File: config.mk
export PLATFORM = sky130hd
export DESIGN_NAME = quad_decoder_n
export DESIGN_NICKNAME = d
export VERILOG_FILES = /design/src/rtl/quad_decoder_pkg.sv /design/src/rtl/quad_decoder_n_channel.sv /design/src/rtl/quad_decoder_n.sv
export SDC_FILE = /design/constraint.sdc
export NUM_CORES = 1
export LEC_CHECK = 0
export ABC_AREA = 1
export BUFFER_PORTS_ARGS = -buffer_cell sky130_fd_sc_hd__buf_2
export CORE_ASPECT_RATIO = 0.7
export CORE_UTILIZATION = 40
export CTS_BUF_LIST = sky130_fd_sc_hd__clkbuf_4 sky130_fd_sc_hd__clkbuf_8 sky130_fd_sc_hd__clkbuf_16
export DETAILED_ROUTE_END_ITERATION = 12
export SLEW_MARGIN = 25
export SYNTH_ARGS = -nofsm -noshare
export SYNTH_HDL_FRONTEND = slang
export SYNTH_SLANG_ARGS = --single-unit
export TNS_END_PERCENT = 100
File: constraint.sdc
create_clock -name clk -period 3.2 [get_ports clk]
set_input_delay 0.64 -clock clk [delete_from_list [all_inputs] [get_ports clk]]
set_output_delay 0.64 -clock clk [all_outputs]
set_load 0.05 [all_outputs]
File: src/rtl/quad_decoder_pkg.sv
// Shared definitions for the quadrature decoder: host register map,
// status/control bit positions and the quadrature step decoder.
package quad_decoder_pkg;

    // Host register select values
    localparam logic [1:0] REG_CNT_LO = 2'd0;
    localparam logic [1:0] REG_CNT_HI = 2'd1;
    localparam logic [1:0] REG_STAT   = 2'd2;
    localparam logic [1:0] REG_CTRL   = 2'd3;

    // Status register bit positions
    localparam int STAT_CHANGED = 0;
    localparam int STAT_DIR     = 1;
    localparam int STAT_ERR     = 2;

    // Control register bit positions
    localparam int CTRL_CLR_CNT = 0;
    localparam int CTRL_CLR_ERR = 1;
    localparam int CTRL_IRQ_EN  = 2;

    // Result of comparing two consecutive filtered {A,B} states
    typedef struct packed {
        logic up;
        logic down;
        logic illegal;
    } step_t;

    // Forward order is 00 -> 01 -> 11 -> 10 -> 00 on {A,B}; the reverse
    // order counts down, and a change of both bits at once is illegal.
    function automatic step_t decode_step(input logic [1:0] prev, input logic [1:0] cur);
        step_t s;
        s = '0;
        case ({prev, cur})
            4'b00_01, 4'b01_11, 4'b11_10, 4'b10_00: s.up      = 1'b1;
            4'b00_10, 4'b10_11, 4'b11_01, 4'b01_00: s.down    = 1'b1;
            4'b00_11, 4'b11_00, 4'b01_10, 4'b10_01: s.illegal = 1'b1;
            default:                                 s        = '0;
        endcase
        return s;
    endfunction

endpackage

File: src/rtl/quad_decoder_n_channel.sv
// One quadrature channel: input synchroniser and glitch filter for A and B,
// step decoder, wrapping counter, read snapshot and sticky status flags.
module quad_channel
    import quad_decoder_pkg::*;
#(
    parameter int CNT_W    = 16,
    parameter int FILT_LEN = 3
) (
    input  logic       clk,
    input  logic       reset,
    input  logic       a,
    input  logic       b,
    input  logic       snap_ld,     // count-low read: latch full count
    input  logic       stat_rd,     // status read: clear changed
    input  logic       clr_cnt,
    input  logic       clr_err,
    input  logic       irq_en_ld,
    input  logic       irq_en_val,
    output logic [7:0] count_lo,
    output logic [7:0] snap_hi,
    output logic       err,
    output logic       dir,
    output logic       changed,
    output logic       irq_en
);

    localparam logic [3:0] FILT_MAX = 4'(FILT_LEN - 1);

    logic [1:0]       sync1, sync2;   // bit 1 = A, bit 0 = B
    logic [1:0]       filt, filt_prev;
    logic [1:0][3:0]  filt_cnt;
    logic [CNT_W-1:0] count, snap;
    step_t            st;
    logic             take_step;
    logic             unused_snap_lo;

    // Two-flop synchroniser for the asynchronous encoder inputs
    always_ff @(posedge clk) begin
        // NOTE: non-blocking assignments so every flop samples the pre-edge
        // value; blocking here would collapse the two stages into one.
        if (reset) begin
            sync1 <= '0;
            sync2 <= '0;
        end else begin
            sync1 <= {a, b};
            sync2 <= sync1;
        end
    end

    // Glitch filter: accept a new level only after FILT_LEN differing samples
    always_ff @(posedge clk) begin
        if (reset) begin
            filt      <= '0;
            filt_prev <= '0;
            filt_cnt  <= '0;
        end else begin
            filt_prev <= filt;
            for (int i = 0; i < 2; i++) begin
                if (sync2[i] == filt[i]) begin
                    filt_cnt[i] <= '0;
                end else if (filt_cnt[i] == FILT_MAX) begin
                    filt[i]     <= sync2[i];
                    filt_cnt[i] <= '0;
                end else begin
                    filt_cnt[i] <= filt_cnt[i] + 4'd1;
                end
            end
        end
    end

    assign st        = decode_step(filt_prev, filt);
    assign take_step = (st.up | st.down) & ~clr_cnt;

    // Counter, snapshot and flags; a clear suppresses a coincident step
    always_ff @(posedge clk) begin
        if (reset) begin
            count   <= '0;
            snap    <= '0;
            err     <= 1'b0;
            dir     <= 1'b0;
            changed <= 1'b0;
            irq_en  <= 1'b0;
        end else begin
            if (snap_ld)
                snap <= count;

            if (clr_cnt)
                count <= '0;
            else if (st.up)
                count <= count + 1'b1;
            else if (st.down)
                count <= count - 1'b1;

            if (take_step) begin
                dir     <= st.up;
                changed <= 1'b1;
            end else if (stat_rd) begin
                changed <= 1'b0;
            end

            if (st.illegal)
                err <= 1'b1;
            else if (clr_err)
                err <= 1'b0;

            if (irq_en_ld)
                irq_en <= irq_en_val;
        end
    end

    assign count_lo       = count[7:0];
    assign snap_hi        = 8'(snap[CNT_W-1:8]);
    assign unused_snap_lo = ^snap[7:0];

endmodule

File: src/rtl/quad_decoder_n.sv
// NCH-channel quadrature decoder with an 8-bit host register interface,
// registered read data and a maskable level interrupt.
module quad_decoder_n
    import quad_decoder_pkg::*;
#(
    parameter int NCH      = 4,
    parameter int CNT_W    = 16,
    parameter int FILT_LEN = 3,
    parameter int CH_W     = 2
) (
    input  logic            clk,
    input  logic            reset,
    input  logic [NCH-1:0]  a,
    input  logic [NCH-1:0]  b,
    input  logic [CH_W-1:0] ch_sel,
    input  logic [1:0]      reg_sel,
    input  logic            rd,
    input  logic            wr,
    input  logic [7:0]      wdata,
    output logic [7:0]      rdata,
    output logic            irq
);

    logic [7:0]     count_lo [NCH];
    logic [7:0]     snap_hi  [NCH];
    logic [NCH-1:0] err_v, dir_v, changed_v, irq_en_v;
    logic           rd_ok;
    logic [7:0]     rd_val;
    logic           unused_wdata;

    // A write takes priority over a simultaneous read
    assign rd_ok        = rd & ~wr;
    assign unused_wdata = ^wdata[7:3];

    for (genvar i = 0; i < NCH; i++) begin : g_ch
        logic sel, ctrl_wr;
        assign sel     = (ch_sel == CH_W'(i));
        assign ctrl_wr = sel & wr & (reg_sel == REG_CTRL);

        quad_channel #(
            .CNT_W    (CNT_W),
            .FILT_LEN (FILT_LEN)
        ) u_ch (
            .clk        (clk),
            .reset      (reset),
            .a          (a[i]),
            .b          (b[i]),
            .snap_ld    (sel & rd_ok & (reg_sel == REG_CNT_LO)),
            .stat_rd    (sel & rd_ok & (reg_sel == REG_STAT)),
            .clr_cnt    (ctrl_wr & wdata[CTRL_CLR_CNT]),
            .clr_err    (ctrl_wr & wdata[CTRL_CLR_ERR]),
            .irq_en_ld  (ctrl_wr),
            .irq_en_val (wdata[CTRL_IRQ_EN]),
            .count_lo   (count_lo[i]),
            .snap_hi    (snap_hi[i]),
            .err        (err_v[i]),
            .dir        (dir_v[i]),
            .changed    (changed_v[i]),
            .irq_en     (irq_en_v[i])
        );
    end

    // Read mux; an out-of-range ch_sel matches no channel and reads zero
    always_comb begin
        // NOTE: default assignment first so every path drives rd_val and no
        // latch is inferred.
        rd_val = '0;
        for (int i = 0; i < NCH; i++) begin
            if (ch_sel == CH_W'(i)) begin
                case (reg_sel)
                    REG_CNT_LO: rd_val = count_lo[i];
                    REG_CNT_HI: rd_val = snap_hi[i];
                    REG_STAT: begin
                        rd_val[STAT_CHANGED] = changed_v[i];
                        rd_val[STAT_DIR]     = dir_v[i];
                        rd_val[STAT_ERR]     = err_v[i];
                    end
                    default:    rd_val[CTRL_IRQ_EN] = irq_en_v[i];
                endcase
            end
        end
    end

    // Registered read data and interrupt
    always_ff @(posedge clk) begin
        if (reset) begin
            rdata <= '0;
            irq   <= 1'b0;
        end else begin
            if (rd_ok)
                rdata <= rd_val;
            irq <= |(changed_v & irq_en_v);
        end
    end

endmodule

==> impl_metrics.ini <==
[routing]
drtPass1Iterations = 5
routed_wirelength_um = 26900
via_count = 9980
drt-vias-per-instance = 4.92
drt_iter0_markers = 718
ant_nets = 0
drc = 0
wl_per_cell_um = 13.3

[hold_path]
hold_path.class = in2reg

[synthesis]
syn_inst = 1635
ys_ff_latch = 185
synth_warnings = 0
syn_avg_cell_area_um2 = 6.74
yosysUniqueCellTypes = 38
ys_seq_area_frac = 0.336
netlist_area_mm2 = 0.0110
synth_fp_nets = 1735

[clocking]
ctsHoldBuffers = 0
cts-root-buf = clkbuf_16
cts_setup_buffers = 0
htree_levels = 4
cts_made_buffers = 17
cts_tree = yes
ctsResizeCount = 0
clkLatencyLatePin_ps = 450
path_clk_slew_ps = 70
clock_sink_count = 185
cts.path.max_buffers = 2

[critical_path]
critPathRequiredTime_ps = 3550
slowest_stage = dfxtp_1
crit_chain = inv_1, nand2_1, nand2_1, nand2_1, ha_1, a21oi_1, nor2_1, nor2_1, nor2_1, nor2_1, nand2_1, nand2_1, nand3_1, nand2_1, inv_1
critPathBufInv = 2
crit_type = reg2reg
max_stage_delay_ps = 450
critPathLaunchType = flip-flop
cp-end-kind = flip-flop
arrival_ps = 3010
crit_family = simple AND/OR/NAND/NOR gates
cpMostUsedCell = nand2_1
crit_fanout = 13

[sta]
hold_viol = 0
tightest_slew_ps = 747
skew_ps = 15.7
setup_slack_ps = 537
min_period_ps = 2660
maxSlewViolCount = 0
maxSlewHeadroom = 0.501
finalCritPeriodShare = 0.832
rsz0062_at_grt = no
setup_tns_ps = 0
fmax_mhz = 376
finalSetupViolCount = 0
hold_ws_ps = 387

[power_and_ir_drop]
netSwitchingFraction = 0.277
p_leak_uw = 0.00599
power.switching_uw = 1390
ir_worst_vdd_mv = 0.310
p_clk_frac = 0.415
p_seq_frac = 0.471
powerDensity_mw_per_mm2 = 418
share_comb_of_total_power = 0.113
internal-power_uw = 3630

[floorplan]
num_rows = 50
die_y_um = 141
initial_core_util = 0.410
die_w_um = 200
io_pins = 33
die-area_mm2 = 0.0282
core_area_mm2 = 0.0269

[global_routing]
grt_use_total = 0.196
grt_pass1_vias = 8866
grt-ovfl-total = 0
grt_antenna_before_repair = 1
grt_first_pass_wirelength_um = 44500
grt_max_degree = 41

[run]
cap_violations = 0

[cells_and_area]
area_growth_syn_to_layout_pct = 9.13
final_util = 0.447
instances_no_fill = 2030
fill_cells = 2852
layout-drive-gt1-share = 0.0546
fin_nets = 1754
insertedDiodeCount = 0

[placement]
gp_routability_congestion = 0.889
portBuffers = 27
post-place-ws_ps = 579
dp_cells = 1999
hpwl_um = 20500

[status]
status = complete, no violations
==> state kept, by name (all words and copies together), names as in the netlist <==
register,flops
g_ch.u_ch.changed,4
g_ch.u_ch.count,64
g_ch.u_ch.dir,4
g_ch.u_ch.err,4
g_ch.u_ch.filt,8
g_ch.u_ch.filt_cnt,32
g_ch.u_ch.filt_prev,8
g_ch.u_ch.irq_en,4
g_ch.u_ch.snap,32
g_ch.u_ch.sync1,8
g_ch.u_ch.sync2,8
irq,1
rdata,8
==> layout make-up <==
class	count	area (um2)	area share
Multi-Input combinational cell	1144	6070	0.505
Sequential cell	185	3700	0.308
Inverter	267	1000	0.0833
Tap cell	364	455	0.0379
Clock buffer	18	433	0.0360
Timing Repair Buffer	39	225	0.0187
Clock inverter	13	136	0.0113
==> through the flow <==
stage / total power, uW / area (um2)
after floorplan: 2850 / 11000
after global placement: 2980 / 11500
after detailed placement: 2980 / 11500
after CTS: 5080 / 12000
after global routing: 5260 / 12000
final: 5030 / 12000
==> placed cells by master (no fill, tap or decap), types with 5 or more instances in the layout <==
cell / instances
nand2_1: 378
inv_1: 261
dfxtp_1: 185
o21ai_0: 150
nor2_1: 148
a21oi_1: 137
nand3_1: 97
ha_1: 72
xnor2_1: 28
xor2_1: 28
buf_2: 27
o21bai_1: 17
clkbuf_16: 17
nor3_1: 12
buf_4: 12
a21o_1: 10
o211ai_1: 9
nand4_1: 8
nand2_2: 7
o22ai_1: 6
inv_2: 5
inv_6: 5
==> cell usage after synthesis <==
library cell  number  area share
a41oi_1            1     0.00079
or2_2              3      0.0017
clkbuf_1          14      0.0048
buf_2              9      0.0041
nand4_1            8      0.0045
a21o_1            10      0.0068
o2111ai_1          1     0.00079
or2_0              4      0.0023
clkinv_1           1     0.00034
nor2_1           148       0.050
nor3_1            12      0.0054
o211ai_1           9      0.0061
a221oi_1           1     0.00079
a22oi_1            4      0.0027
dfxtp_1          185        0.34
and2_1             4      0.0023
buf_6              7      0.0072
nor3_2             1     0.00091
o21ai_0          150       0.068
inv_1            261       0.089
nand2_2            7      0.0040
ha_1              72       0.082
inv_2              5      0.0017
o21bai_1          17       0.012
o21a_1             2      0.0014
nand2_1          378        0.13
buf_4              9      0.0061
xor2_1            28       0.022
fa_1               4      0.0073
o221ai_1           3      0.0024
nand3_1           97       0.044
nor2_4             2      0.0020
nor2_2             3      0.0017
a21oi_1          137       0.062
a21boi_0           2      0.0014
xnor2_1           28       0.022
o22ai_1            6      0.0034
o21ai_1            2     0.00091
==> tightest hold or removal path, delay by kind of cell <==
kind          cells  cell delay (ps)
buf+inv           2              100
simple gates      1               60
==> metal layers <==
metal	vias to the layer above	GRT usage	part of all wire
met5	-	0	0.00048
met4	2	0.0454	0.011
met3	24	0.0365	0.051
met2	190	0.285	0.40
met1	4492	0.295	0.54
li1	5272	-	-
==> power groups by stage <==
stage          clock network [uW]  logic (uW)  registers (uW)
2_1_floorplan                   0         426            2420
3_3_place_gp                    0         554            2420
3_5_place_dp                    0         561            2420
4_1_cts                      2150         565            2370
5_1_grt                      2240         653            2370
6_report                     2090         570            2370
==> final timing paths <==
check                           depth (start not counted)  slack, ps                  start                     end
worst max register to register                         15        540   g_ch[2].u_ch.filt[0]  g_ch[2].u_ch.count[14]
worst min-delay path                                    3        390                   b[2]   g_ch[2].u_ch.sync1[0]
worst min register to register                          2        410  g_ch[0].u_ch.sync1[1]   g_ch[0].u_ch.sync2[1]
worst max-delay path                                   15        540   g_ch[2].u_ch.filt[0]  g_ch[2].u_ch.count[14]
==> cell families (layout without fill, tap and decap cells) <==
kind of cell               count (synthesis)  count (layout)  synth area share
buffers and inverters                    306             337             0.113
DFF                                      185             185             0.336
and+or+nand+nor                          667             667             0.248
adders and majority gates                 76              76            0.0890
xor gates and xnor gates                  56              56            0.0445
AOI/OAI and AO/OA                        345             345             0.169
No activity file was read; power rests on OpenSTA's default activity.
